File: src/rtl/ps2_pkg.sv
// Shared types and scan-code constants for the PS/2 keyboard receiver.
// The optional pause-sequence constants are consumed only when PS2_RX_PAUSE_EN is defined.
package ps2_pkg;

  typedef enum logic [1:0] {
    IDLE   = 2'd0,
    DATA   = 2'd1,
    PARITY = 2'd2,
    STOP   = 2'd3
  } ps2_state_e;

  localparam logic [7:0] PS2_BREAK     = 8'hF0;
  localparam logic [7:0] PS2_EXT       = 8'hE0;
  localparam logic [7:0] PS2_PAUSE     = 8'hE1;
  localparam logic [7:0] PS2_PAUSE_KEY = 8'h77;
  localparam int unsigned PS2_PAUSE_LEN = 7;

  // Odd parity holds when data bits plus parity bit contain an odd number of ones.
  function automatic logic odd_parity_ok(input logic [7:0] b, input logic par);
    return (^b) ^ par;
  endfunction

endpackage

File: src/rtl/ps2_line_filter.sv
// Two-flop synchroniser plus stability counter for one asynchronous PS/2 line.
// The filtered level idles high and follows the line only after FILTER_LEN steady cycles.
module ps2_line_filter
  import ps2_pkg::*;
#(
  parameter int unsigned FILTER_LEN = 8
) (
  input  logic clk,
  input  logic reset,
  input  logic in,
  output logic out
);

  localparam int unsigned CNT_W = 8;

  logic [1:0]       sync_q;
  logic             level_q;
  logic [CNT_W-1:0] cnt_q;

  // cnt_q counts consecutive cycles the synchronised line disagrees with level_q.
  always_ff @(posedge clk) begin
    if (reset) begin
      sync_q  <= 2'b11;
      level_q <= 1'b1;
      cnt_q   <= '0;
    end else begin
      sync_q <= {sync_q[0], in};
      if (sync_q[1] == level_q) begin
        cnt_q <= '0;
      end else if (cnt_q == CNT_W'(FILTER_LEN - 1)) begin
        level_q <= sync_q[1];
        cnt_q   <= '0;
      end else begin
        cnt_q <= cnt_q + CNT_W'(1);
      end
    end
  end

  assign out = level_q;

endmodule

File: src/rtl/ps2_kbd_rx.sv
// PS/2 keyboard frame receiver and make/break decoder in the core clock domain.
// Define PS2_RX_PAUSE_EN to fold the E1 pause sequence into a single key event.
module ps2_kbd_rx
  import ps2_pkg::*;
#(
  parameter int unsigned FILTER_LEN  = 8,
  parameter int unsigned TIMEOUT_CYC = 100000
) (
  input  logic       clk,
  input  logic       reset,
  input  logic       ps2_kbd_clk,
  input  logic       ps2_kbd_data,
  output logic       key_valid,
  output logic [7:0] key_code,
  output logic       key_pressed,
  output logic       key_extended,
  output logic       frame_err,
  output logic       busy
);

  localparam int unsigned TO_W = 17;

  logic            clk_f;
  logic            data_f;

  ps2_line_filter #(.FILTER_LEN(FILTER_LEN)) u_clk_filter (
    .clk   (clk),
    .reset (reset),
    .in    (ps2_kbd_clk),
    .out   (clk_f)
  );

  ps2_line_filter #(.FILTER_LEN(FILTER_LEN)) u_data_filter (
    .clk   (clk),
    .reset (reset),
    .in    (ps2_kbd_data),
    .out   (data_f)
  );

  ps2_state_e      state_q;
  logic            clk_prev_q;
  logic [2:0]      bit_cnt_q;
  logic [7:0]      sr_q;
  logic            par_q;
  logic [TO_W-1:0] to_cnt_q;

  logic            key_valid_q;
  logic [7:0]      key_code_q;
  logic            key_pressed_q;
  logic            key_extended_q;
  logic            frame_err_q;
  logic            rel_q;
  logic            ext_q;

  logic            fall;
  logic            expire;
  logic            stop_fall;
  logic            frame_ok;
  logic            good_c;
  logic            err_c;

  assign fall      = clk_prev_q & ~clk_f;
  assign expire    = (state_q != IDLE) && (to_cnt_q == TO_W'(TIMEOUT_CYC - 1));
  assign stop_fall = fall && !expire && (state_q == STOP);
  assign frame_ok  = data_f & odd_parity_ok(sr_q, par_q);
  assign good_c    = stop_fall & frame_ok;
  // Expiry overrides a coincident fall; a bad start bit only occurs from IDLE.
  assign err_c     = expire
                   | (fall & (state_q == IDLE) & data_f)
                   | (stop_fall & ~frame_ok);

  // Frame deserialiser and inter-edge timeout.
  always_ff @(posedge clk) begin
    if (reset) begin
      state_q    <= IDLE;
      clk_prev_q <= 1'b1;
      bit_cnt_q  <= '0;
      sr_q       <= '0;
      par_q      <= 1'b0;
      to_cnt_q   <= '0;
    end else begin
      clk_prev_q <= clk_f;
      if (expire) begin
        state_q  <= IDLE;
        to_cnt_q <= '0;
      end else begin
        if (state_q == IDLE || fall) begin
          to_cnt_q <= '0;
        end else begin
          to_cnt_q <= to_cnt_q + TO_W'(1);
        end
        if (fall) begin
          case (state_q)
            IDLE: begin
              if (!data_f) begin
                state_q   <= DATA;
                bit_cnt_q <= '0;
              end
            end
            DATA: begin
              sr_q      <= {data_f, sr_q[7:1]};
              bit_cnt_q <= bit_cnt_q + 3'd1;
              if (bit_cnt_q == 3'd7) begin
                state_q <= PARITY;
              end
            end
            PARITY: begin
              par_q   <= data_f;
              state_q <= STOP;
            end
            STOP: begin
              state_q <= IDLE;
            end
            default: state_q <= IDLE;
          endcase
        end
      end
    end
  end

`ifdef PS2_RX_PAUSE_EN
  logic [2:0] pause_cnt_q;
`endif

  // Prefix folding and key-event generation; fields hold between events.
  always_ff @(posedge clk) begin
    if (reset) begin
      key_valid_q    <= 1'b0;
      key_code_q     <= '0;
      key_pressed_q  <= 1'b0;
      key_extended_q <= 1'b0;
      frame_err_q    <= 1'b0;
      rel_q          <= 1'b0;
      ext_q          <= 1'b0;
`ifdef PS2_RX_PAUSE_EN
      pause_cnt_q    <= '0;
`endif
    end else begin
      key_valid_q <= 1'b0;
      frame_err_q <= err_c;
      if (err_c) begin
        rel_q <= 1'b0;
        ext_q <= 1'b0;
`ifdef PS2_RX_PAUSE_EN
        pause_cnt_q <= '0;
`endif
      end else if (good_c) begin
`ifdef PS2_RX_PAUSE_EN
        if (pause_cnt_q != 3'd0) begin
          pause_cnt_q <= pause_cnt_q - 3'd1;
          if (pause_cnt_q == 3'd1) begin
            key_valid_q    <= 1'b1;
            key_code_q     <= PS2_PAUSE_KEY;
            key_pressed_q  <= 1'b1;
            key_extended_q <= 1'b1;
            rel_q          <= 1'b0;
            ext_q          <= 1'b0;
          end
        end else if (sr_q == PS2_PAUSE) begin
          pause_cnt_q <= 3'(PS2_PAUSE_LEN);
        end else
`endif
        if (sr_q == PS2_BREAK) begin
          rel_q <= 1'b1;
        end else if (sr_q == PS2_EXT) begin
          ext_q <= 1'b1;
        end else begin
          key_valid_q    <= 1'b1;
          key_code_q     <= sr_q;
          key_pressed_q  <= ~rel_q;
          key_extended_q <= ext_q;
          rel_q          <= 1'b0;
          ext_q          <= 1'b0;
        end
      end
    end
  end

  assign key_valid    = key_valid_q;
  assign key_code     = key_code_q;
  assign key_pressed  = key_pressed_q;
  assign key_extended = key_extended_q;
  assign frame_err    = frame_err_q;
  assign busy         = (state_q != IDLE);

endmodule

File: config.mk
export PLATFORM = sky130hd
export DESIGN_NAME = ps2_kbd_rx
export DESIGN_NICKNAME = d
export VERILOG_FILES = /design/src/rtl/ps2_pkg.sv /design/src/rtl/ps2_line_filter.sv /design/src/rtl/ps2_kbd_rx.sv
export SDC_FILE = /design/constraint.sdc
export NUM_CORES = 1
export LEC_CHECK = 0
export CAP_MARGIN = 40
export CORE_MARGIN = 2
export CORE_UTILIZATION = 40
export DETAILED_ROUTE_END_ITERATION = 12
export PLACE_DENSITY_LB_ADDON = 0.08
export SETUP_SLACK_MARGIN = 0.05
export SLEW_MARGIN = 25
export SYNTH_ARGS = -nofsm -noshare
export SYNTH_HDL_FRONTEND = slang
export SYNTH_SLANG_ARGS = --single-unit
File: constraint.sdc
create_clock -name clk -period 4.2 [get_ports clk]
set_input_delay 0.42 -clock clk [delete_from_list [all_inputs] [get_ports clk]]
set_output_delay 0.42 -clock clk [all_outputs]
set_load 0.01 [all_outputs]
# Yosys cells after proc, flatten, opt, wreduce, memory -nomap -nowiden
# Index checks and enable logic that the tools add are counted.
[totals]
ff_bits = 68
inputBits = 4
elab_cells = 89
output_inout_bits = 13
[op_classes]
n_bitwise = 19
n_mux = 9
addsub = 4
n_reduce_logical = 24
eq_ne = 14
[op_table]
columns = ["cell", "count"]
rows = [
  ["$add 17x1->17 const B", 1],
  ["$eq 17x17->1 const B", 1],
  ["$add 8x1->8 const B", 2],
  ["$eq 8x3->1 const B", 2],
  ["$eq 8x8->1 const B", 2],
  ["$not 1->1", 10],
  ["$reduce_and 3->1", 3],
  ["$reduce_or 3->1", 3],
  ["$pmux 2 s4", 1],
  ["$reduce_and 2->1", 4],
  ["$reduce_and 4->1", 2],
  ["$reduce_xor 8->1", 1],
  ["$and 1x1->1", 6],
  ["$ne 2x2->1 const B", 3],
  ["$pmux 3 s2", 1],
  ["$eq 2x2->1 const B", 2],
  ["$mux 1", 4],
  ["$mux 2", 2],
  ["$reduce_bool 2->1", 2],
  ["$reduce_or 2->1", 2],
  ["$reduce_or 4->1", 1],
  ["$add 3x1->3 const B", 1],
  ["$eq 3x3->1 const B", 1],
  ["$logic_and 1x1->1", 3],
  ["8 further kinds", 10],
]

# Depth between registers and ports, before layout
# Gate-level depths: netlist (run 1).
[depth]
word_depth = 9
ltp_mapped = 9
mapped_depth_nobuf = 7

# Modules after synthesis
# From an unflattened synthesis (run 1), not the netlist that was laid out.
[hier_totals]
cells_unflattened = 317
hier_area_um2 = 3016.6
[by_module_without_submodules]
columns = ["module", "cells_each", "area_each_um2", "seq_area_each_um2", "n_inst"]
rows = [
  ["ps2_kbd_rx", 224, 2129.5, 920.9, 1],
  ["ps2_line_filter (u_clk_filter)", 48, 451.7, 220.2, 1],
  ["ps2_line_filter (u_data_filter)", 45, 435.4, 220.2, 1],
]

# Least setup slack after synthesis (run 1)
# OpenSTA, ideal clock, no wires.
[synth_path]
path_kind = "flip-flop to flip-flop"
from = "register sr_q[4]"
to = "register key_pressed_q, in the netlist key_pressed"
stages_incl_launch_ff = 9
setup_ns = 0.121
period_less_slack_ns = 2.276
arrival_ns = 2.155
required_ns = 4.079
setup_slack_ns = 1.924
path_buffers = 1
path_cell_list = "dfxtp_1 > inv_1 > ha_1 > xor2_1 > xnor2_1 > mux2_4 > or3_1 > buf_6 > mux2_4"
[synth_via]
elab_chain_cells = 8
word_cells_on_any_way = 13
cone_classes = "eq/ne: 2; bitwise: 9; reduce/logical: 2"
[synth_lines]
columns = ["element", "line_no", "text"]
rows = [
  ["start: declaration", "ps2_kbd_rx.sv:43", "logic [7:0] sr_q;"],
  ["start signal: assignment", "ps2_kbd_rx.sv:101", "sr_q <= {data_f, sr_q[7:1]};"],
  ["$reduce_xor 8->1", "ps2_pkg.sv:20", "return (^b) ^ par;"],
  ["$xor 1x1->1", "ps2_pkg.sv:20", ""],
  ["$and 1x1->1", "ps2_kbd_rx.sv:65", "assign frame_ok = data_f & odd_parity_ok(sr_q, par_q);"],
  ["$not 1->1", "ps2_kbd_rx.sv:70", "| (stop_fall & ~frame_ok);"],
  ["$and 1x1->1", "ps2_kbd_rx.sv:70", ""],
  ["$or 1x1->1", "ps2_kbd_rx.sv:70", ""],
  ["$not 1->1 (no line)", "--", ""],
  ["$reduce_and 4->1 (no line) (*)", "--", ""],
  ["end signal: assignment", "ps2_kbd_rx.sv:170", "key_pressed_q <= ~rel_q;"],
  ["end: declaration", "ps2_kbd_rx.sv:49", "logic key_pressed_q;"],
]
# Every way passes the cells marked *; elsewhere a longest branch is shown, timed or not.
# A chain may end at the register's enable or synchronous reset.

# Worst setup path after layout (run 1)
# Ends and elaborated chain as after synthesis.

==> flow_summary.yaml, run 1 <==
run_status:
  outcome: "finished, final reports clean"
logic_synthesis:
  ys_seq_area_share_pct: 45.0
  synth-xor-area-share_pct: 9.55
  netlist_instances: 327
  avgSynthCellArea_um2: 9.25
  yosys.cell_count.top_type: "dfxtp_1"
  synth_edf_count: 0
  yosysUniqueCellTypes: 39
  synth_nets: 346
  ys_async_sr_fraction_pct: 0
  synth_top_family_by_area: "simple AND/OR/NAND/NOR gates"
  yosys.area_share.simple_pct: 23.8
  yosys-top-cells-area: "dfxtp_1, ha_1, xor2_1"
  netlist.area_leader.share_pct: 45.0
  synth_seq_cells: 68
  synthMuxAreaShare_pct: 4.96
  yosysTopAreaCell: "dfxtp_1"
  synth_top_flop_cell: "dfxtp_1"
  ys_top_cells_by_count: "dfxtp_1, nor2_1, nand2_1"
  syn_area_mm2: 0.00303
  synthAdderAreaFrac_pct: 6.20
  yosysWarnings: 0
  synth_compound_area_share_pct: 6.95
cts:
  path_clk_slew_ps: 70
  cts_buffer_depth: 2
  cts_tree: "done"
  clock-sinks: 68
  cts-resized-gates: 0
  clock-root-buffer: "clkbuf_8"
  cts_buffers: 9
  cts_setup_buffers: 0
  htree_levels: 3
  worstSkewPairLatency_ps: 350
  hold_buffers: 0
layout:
  num_antenna_cells: 0
  area_delta_synth_final_pct: 15.8
  final_nets: 364
  drive_gt1_share_pct: 11.7
detailed_routing:
  via_count: 2227
  drc: 0
  drt-initial-drc-count: 95
  routed_via_density: 4.96
  wl_per_cell_um: 12.6
  drt_first_pass_iters: 5
  antenna_left: 0
  routed_wl_mm: 5.67
placed_design:
  port_buffers: 16
  gp_congestion: 0.726
  dp_hpwl_mm: 3.90
  place_ws_ps: 1640
pwr:
  ir_drop_v: 0.000163
  internal-power_mw: 1.00
  p_clk_share_pct: 47.6
  pwr-share-seq_pct: 51.2
  p_sw_share_pct: 20.7
  p_sw_mw: 0.261
  leakage_nw: 1.32
  p_comb_share_pct: 1.1
  powerDensity_mw_per_mm2: 361
floorplan:
  fp-row-count: 31
  fp.coreArea_mm2: 0.00729
  dieArea_mm2: 0.00828
  initial_core_util_pct: 41.5
  die_w_um: 91.0
  die_h_um: 91.0
  num_io_pins: 17
worst_setup_path:
  crit_path_end_kind: "flop"
  path_cells: "inv_1 -> ha_1 -> xor2_1 -> xnor2_1 -> mux2_4 -> or3_1 -> mux2_4"
  path_common_cell: "mux2_4"
  slowest_stage: "or3_1"
  critical_path_class: "reg2reg"
  critPathLaunchType: "flop"
  cpPeakStageDelay_ps: 550
  cp.arrival_ps: 2790
  cp_max_fo: 12
  worstPathRequired_ps: 4430
grt:
  grt_pass1_vias: 2152
  grt_usage_pct: 14.7
  antenna_found_initial: 0
  grt-ovfl-total: 0
  grt_pass1_wl_mm: 9.89
  grt_max_degree: 23
timing:
  final_max_slew_viol_count: 0
  rsz0062_at_grt: "no"
  worst_slack_ps: 1650
  slew-limit-headroom_pct: 61.0
  skew_ps: 11.0
  timing.fmax_mhz: 392
  finalSetupTns_ps: 0
  worstMarginPinSlew_ps: 585
  holdWs_ps: 415
  hold_violations: 0
  min_period_ps: 2550
  fin_crit_sh_pct: 60.8
  setup_viol: 0
worst_hold_path:
  hp-class: "reg2reg"
flow_run:
  drv_cap: 0
## worst max-delay path: cells and delay by family (launching register included)
kind | cells | cell delay, ps
xor gates and xnor gates | 2 | 420
muxes | 2 | 750
DFF | 1 | 360
and+or+nand+nor | 1 | 550
adders and majority gates | 1 | 290
buffers and inverters | 1 | 50
## through the flow
stage          utilization [%]  total power, mW  instances  cell area (um2)
6_report                  48.0             1.26        449             3500
5_1_grt                   48.0             1.32        449             3500
4_1_cts                   48.0             1.29        449             3500
3_5_place_dp              45.0            0.677        433             3280
3_3_place_gp              45.0            0.678        433             3280
2_1_floorplan                -            0.671        327             3030
## metal layers
| layer | vias to the layer above | track usage (%) | wire length (um) |
|---|---|---|---|
| li1 | 1166 | - | - |
| met2 | 30 | 22.5 | 2530 |
| met5 | - | 0 | 0 |
| met4 | 0 | 3.79 | 21 |
| met3 | 2 | 5.56 | 230 |
| met1 | 1029 | 19.5 | 2890 |
## cell usage in the layout, fill, tap and decap left out, types with 12 or more instances in the layout
| master | count |
|---|---|
| ha_1 | 15 |
| nand3_1 | 17 |
| nand2_1 | 28 |
| inv_1 | 12 |
| xnor2_1 | 13 |
| xor2_1 | 20 |
| mux2i_1 | 12 |
| nor2_1 | 42 |
| dfxtp_1 | 68 |
| clkdlybuf4s50_1 | 16 |
## worst paths after layout
path	cells after the start	from	slack [ps]	end
setup / recovery	7	sr_q[4]$_SDFFE_PP0P_	1650	key_pressed$_SDFFE_PP0P_
setup reg to reg	7	sr_q[4]$_SDFFE_PP0P_	1650	key_pressed$_SDFFE_PP0P_
hold reg to reg	1	u_clk_filter.sync_q[0]$_SDFF_PP1_	410	u_clk_filter.sync_q[1]$_SDFF_PP1_
hold / removal	1	u_clk_filter.sync_q[0]$_SDFF_PP1_	410	u_clk_filter.sync_q[1]$_SDFF_PP1_
## power groups by stage
stage	clock (mW)	sequential [mW]	combinational (mW)
2_1_floorplan	0	0.662	0.00839
3_3_place_gp	0	0.663	0.0149
3_5_place_dp	0	0.663	0.0146
4_1_cts	0.624	0.647	0.0148
5_1_grt	0.651	0.648	0.0162
6_report	0.602	0.648	0.0144
## cells by family (layout without fill, tap and decap cells)
logic type,after synthesis,in the layout
buffers and inverters,25,48
muxes,14,14
AOI/OAI and AO/OA,28,28
xor gates and xnor gates,33,33
adders and majority gates,15,15
DFF,68,68
and+or+nand+nor,144,144
## layout make-up
type | count | area (um2)
Clock buffer | 10 | 138
Inverter | 12 | 45.0
Fill cell | 742 | 3790
Tap cell | 99 | 124
Timing Repair Buffer | 20 | 190
Sequential cell | 68 | 1360
Multi-Input combinational cell | 234 | 1560
Clock inverter | 6 | 87.6
## registers in the layout, summed over array words and instances (netlist names)
name / flops
u_data_filter.out: 1
rel_q: 1
u_data_filter.cnt_q: 8
state_q: 2
ext_q: 1
key_extended: 1
key_pressed: 1
sr_q: 8
u_data_filter.sync_q: 2
clk_prev_q: 1
u_clk_filter.out: 1
bit_cnt_q: 3
frame_err: 1
to_cnt_q: 17
u_clk_filter.sync_q: 2
par_q: 1
u_clk_filter.cnt_q: 8
key_valid: 1
key_code: 8
No activity file was read; power rests on OpenSTA's default activity.
==> inputs of run 2 (changes only) <==
clock period = 2.5 ns   (was 4.2 ns; I/O delays follow)
==> run 2 against run 1 <==
Effect of this change:
- via count rose by 0.76%
- register-to-register slack got worse by 1400 ps
- count of clock-buffer cells in the layout rose by 1
- highest routed layer unchanged
==> flow_summary.yaml, run 2 (synthesis gave the netlist of run 1 again) <==
floorplan:
  die_w_um: 91.0
  initial_core_util_pct: 41.5
  dieArea_mm2: 0.00828
  die_h_um: 91.0
  fp.coreArea_mm2: 0.00729
  num_io_pins: 17
  fp-row-count: 31
worst_setup_path:
  crit_path_end_kind: "flop"
  reg2reg_to: "ext_q$_SDFFE_PP0P_"
  rr_startpoint: "sr_q[4]$_SDFFE_PP0P_"
  worstPathRequired_ps: 2720
  reg2reg_slack_ps: 200
  path_cells: "inv_1 -> ha_1 -> xor2_2 -> xnor2_2 -> mux2_4 -> buf_4 -> o2111a_1 -> a2111oi_1"
  slowest_stage: "dfxtp_1"
  critical_path_class: "reg2reg"
  reg2reg_depth: 8
  cpPeakStageDelay_ps: 350
  cp_max_fo: 11
  critPathLaunchType: "flop"
  cp.arrival_ps: 2520
cts:
  clock-sinks: 68
  cts_buffers: 9
  worstSkewPairLatency_ps: 340
  path_clk_slew_ps: 70
  clock-root-buffer: "clkbuf_8"
  cts_tree: "done"
  htree_levels: 3
  cts_buffer_depth: 2
  cts_setup_buffers: 0
worst_hold_path:
  holdPathEnd: "u_data_filter.sync_q[1]$_SDFF_PP1_"
  hp-class: "reg2reg"
  hold_path_startpoint: "u_data_filter.sync_q[0]$_SDFF_PP1_"
  hold_depth: 1
run_status:
  outcome: "finished, final reports clean"
timing:
  worstMarginPinSlew_ps: 404
  setup_viol: 0
  final_max_slew_viol_count: 0
  worst_slack_ps: 204
  rsz0062_at_grt: "no"
  hold_violations: 0
  skew_ps: 8.66
  fin_crit_sh_pct: 91.9
  min_period_ps: 2300
  finalSetupTns_ps: 0
  timing.fmax_mhz: 435
  slew-limit-headroom_pct: 73.0
pwr:
  powerDensity_mw_per_mm2: 592
  power_mw: 2.13
  ir_drop_v: 0.000314
  leakage_nw: 1.37
layout:
  final_common_cell: "dfxtp_1"
  nFillCells: 743
  num_antenna_cells: 0
  area_delta_synth_final_pct: 18.7
  drive_gt1_share_pct: 14.5
  largest_register: "to_cnt_q"
  largest_reg_flops: 17
  final_nets: 373
  layout_common_cells: "dfxtp_1, nor2_1, nand2_1"
placed_design:
  port_buffers: 16
  place_ws_ps: 81.4
  dp_hpwl_mm: 4.09
  gp_congestion: 0.765
detailed_routing:
  via_count: 2244
  wl_per_cell_um: 12.6
  drt_first_pass_iters: 4
  routed_wl_mm: 5.75
  drt-initial-drc-count: 74
  antenna_left: 0
  drc: 0
  routed_via_density: 4.91
grt:
  grt_max_degree: 18
  grt_usage_pct: 15.1
  antenna_found_initial: 0
  grt_pass1_vias: 2114
  grt_pass1_wl_mm: 9.99
  grt-ovfl-total: 0
flow_run:
  drv_cap: 0
run 2: final cells by class:
| type | instances | area [um2] | area share [%] |
|---|---|---|---|
| sequential | 68 | 1360 | 37.9 |
| multi-input combinational | 234 | 1580 | 44.0 |
| clock inverter | 4 | 72.6 | 2.02 |
| clock buffer | 11 | 151 | 4.21 |
| timing repair buffer | 29 | 258 | 7.18 |
| inverter | 12 | 45.0 | 1.25 |
| tap | 99 | 124 | 3.45 |
run 2: worst max-delay path: cells and delay by family, from the launching register on:
kind	cells	cell delay, ps
xor+xnor	2	330
mux	1	320
compound gates	2	620
fa+ha+maj	1	320
buf+inv	2	230
flops	1	350
run 2: how the worst max path moves through the flow:
stage	start	endpoint	slack (ps)	cells past startpoint
global route	sr_q[4]$_SDFFE_PP0P_	rel_q$_SDFFE_PP0P_	70	8
CTS	sr_q[4]$_SDFFE_PP0P_	key_pressed$_SDFFE_PP0P_	60	7
finish	sr_q[4]$_SDFFE_PP0P_	ext_q$_SDFFE_PP0P_	200	8
detailed placement	sr_q[4]$_SDFFE_PP0P_	key_pressed$_SDFFE_PP0P_	80	7
global placement	sr_q[4]$_SDFFE_PP0P_	key_pressed$_SDFFE_PP0P_	110	7
floorplan	sr_q[4]$_SDFFE_PP0P_	key_pressed$_SDFFE_PP0P_	220	8
run 2: layer usage:
layer / global-route usage, % / wire, um / up-vias
met3: 4.32 / 155 / 8
met5: 0 / 0 / -
met1: 20.7 / 2960 / 1032
met2: 22.3 / 2530 / 20
met4: 6.06 / 101 / 0
li1: - / - / 1184
run 2: where the power goes:
| part | internal [mW] | switching (mW) |
|---|---|---|
| Sequential | 1.09 | 0.00167 |
| Combinational | 0.0124 | 0.0167 |
| Clock | 0.609 | 0.402 |
run 2: metrics by stage:
step                      hold WS [ps]  cell area [um2]  utilization, %  cells
after CTS                          412             3570            49.0    457
after global routing               427             3590            49.3    457
after floorplan                    354             3030               -    327
after detailed placement           397             3350            45.9    442
final                              410             3590            49.3    457
after global placement             402             3350            45.9    442
run 2: what timing repair did:
item | 4_1_cts | 5_1_grt
endpoints found under the setup margin | 0 | 11
hold buffers | 0 | 0
resized for setup | 0 | 5
==> inputs of run 3 (changes only) <==
GPL_ROUTABILITY_DRIVEN = 0   (was default)
==> results of run 3 <==
Same layout as run 2: the final DEF is identical, and so are final timing and power.
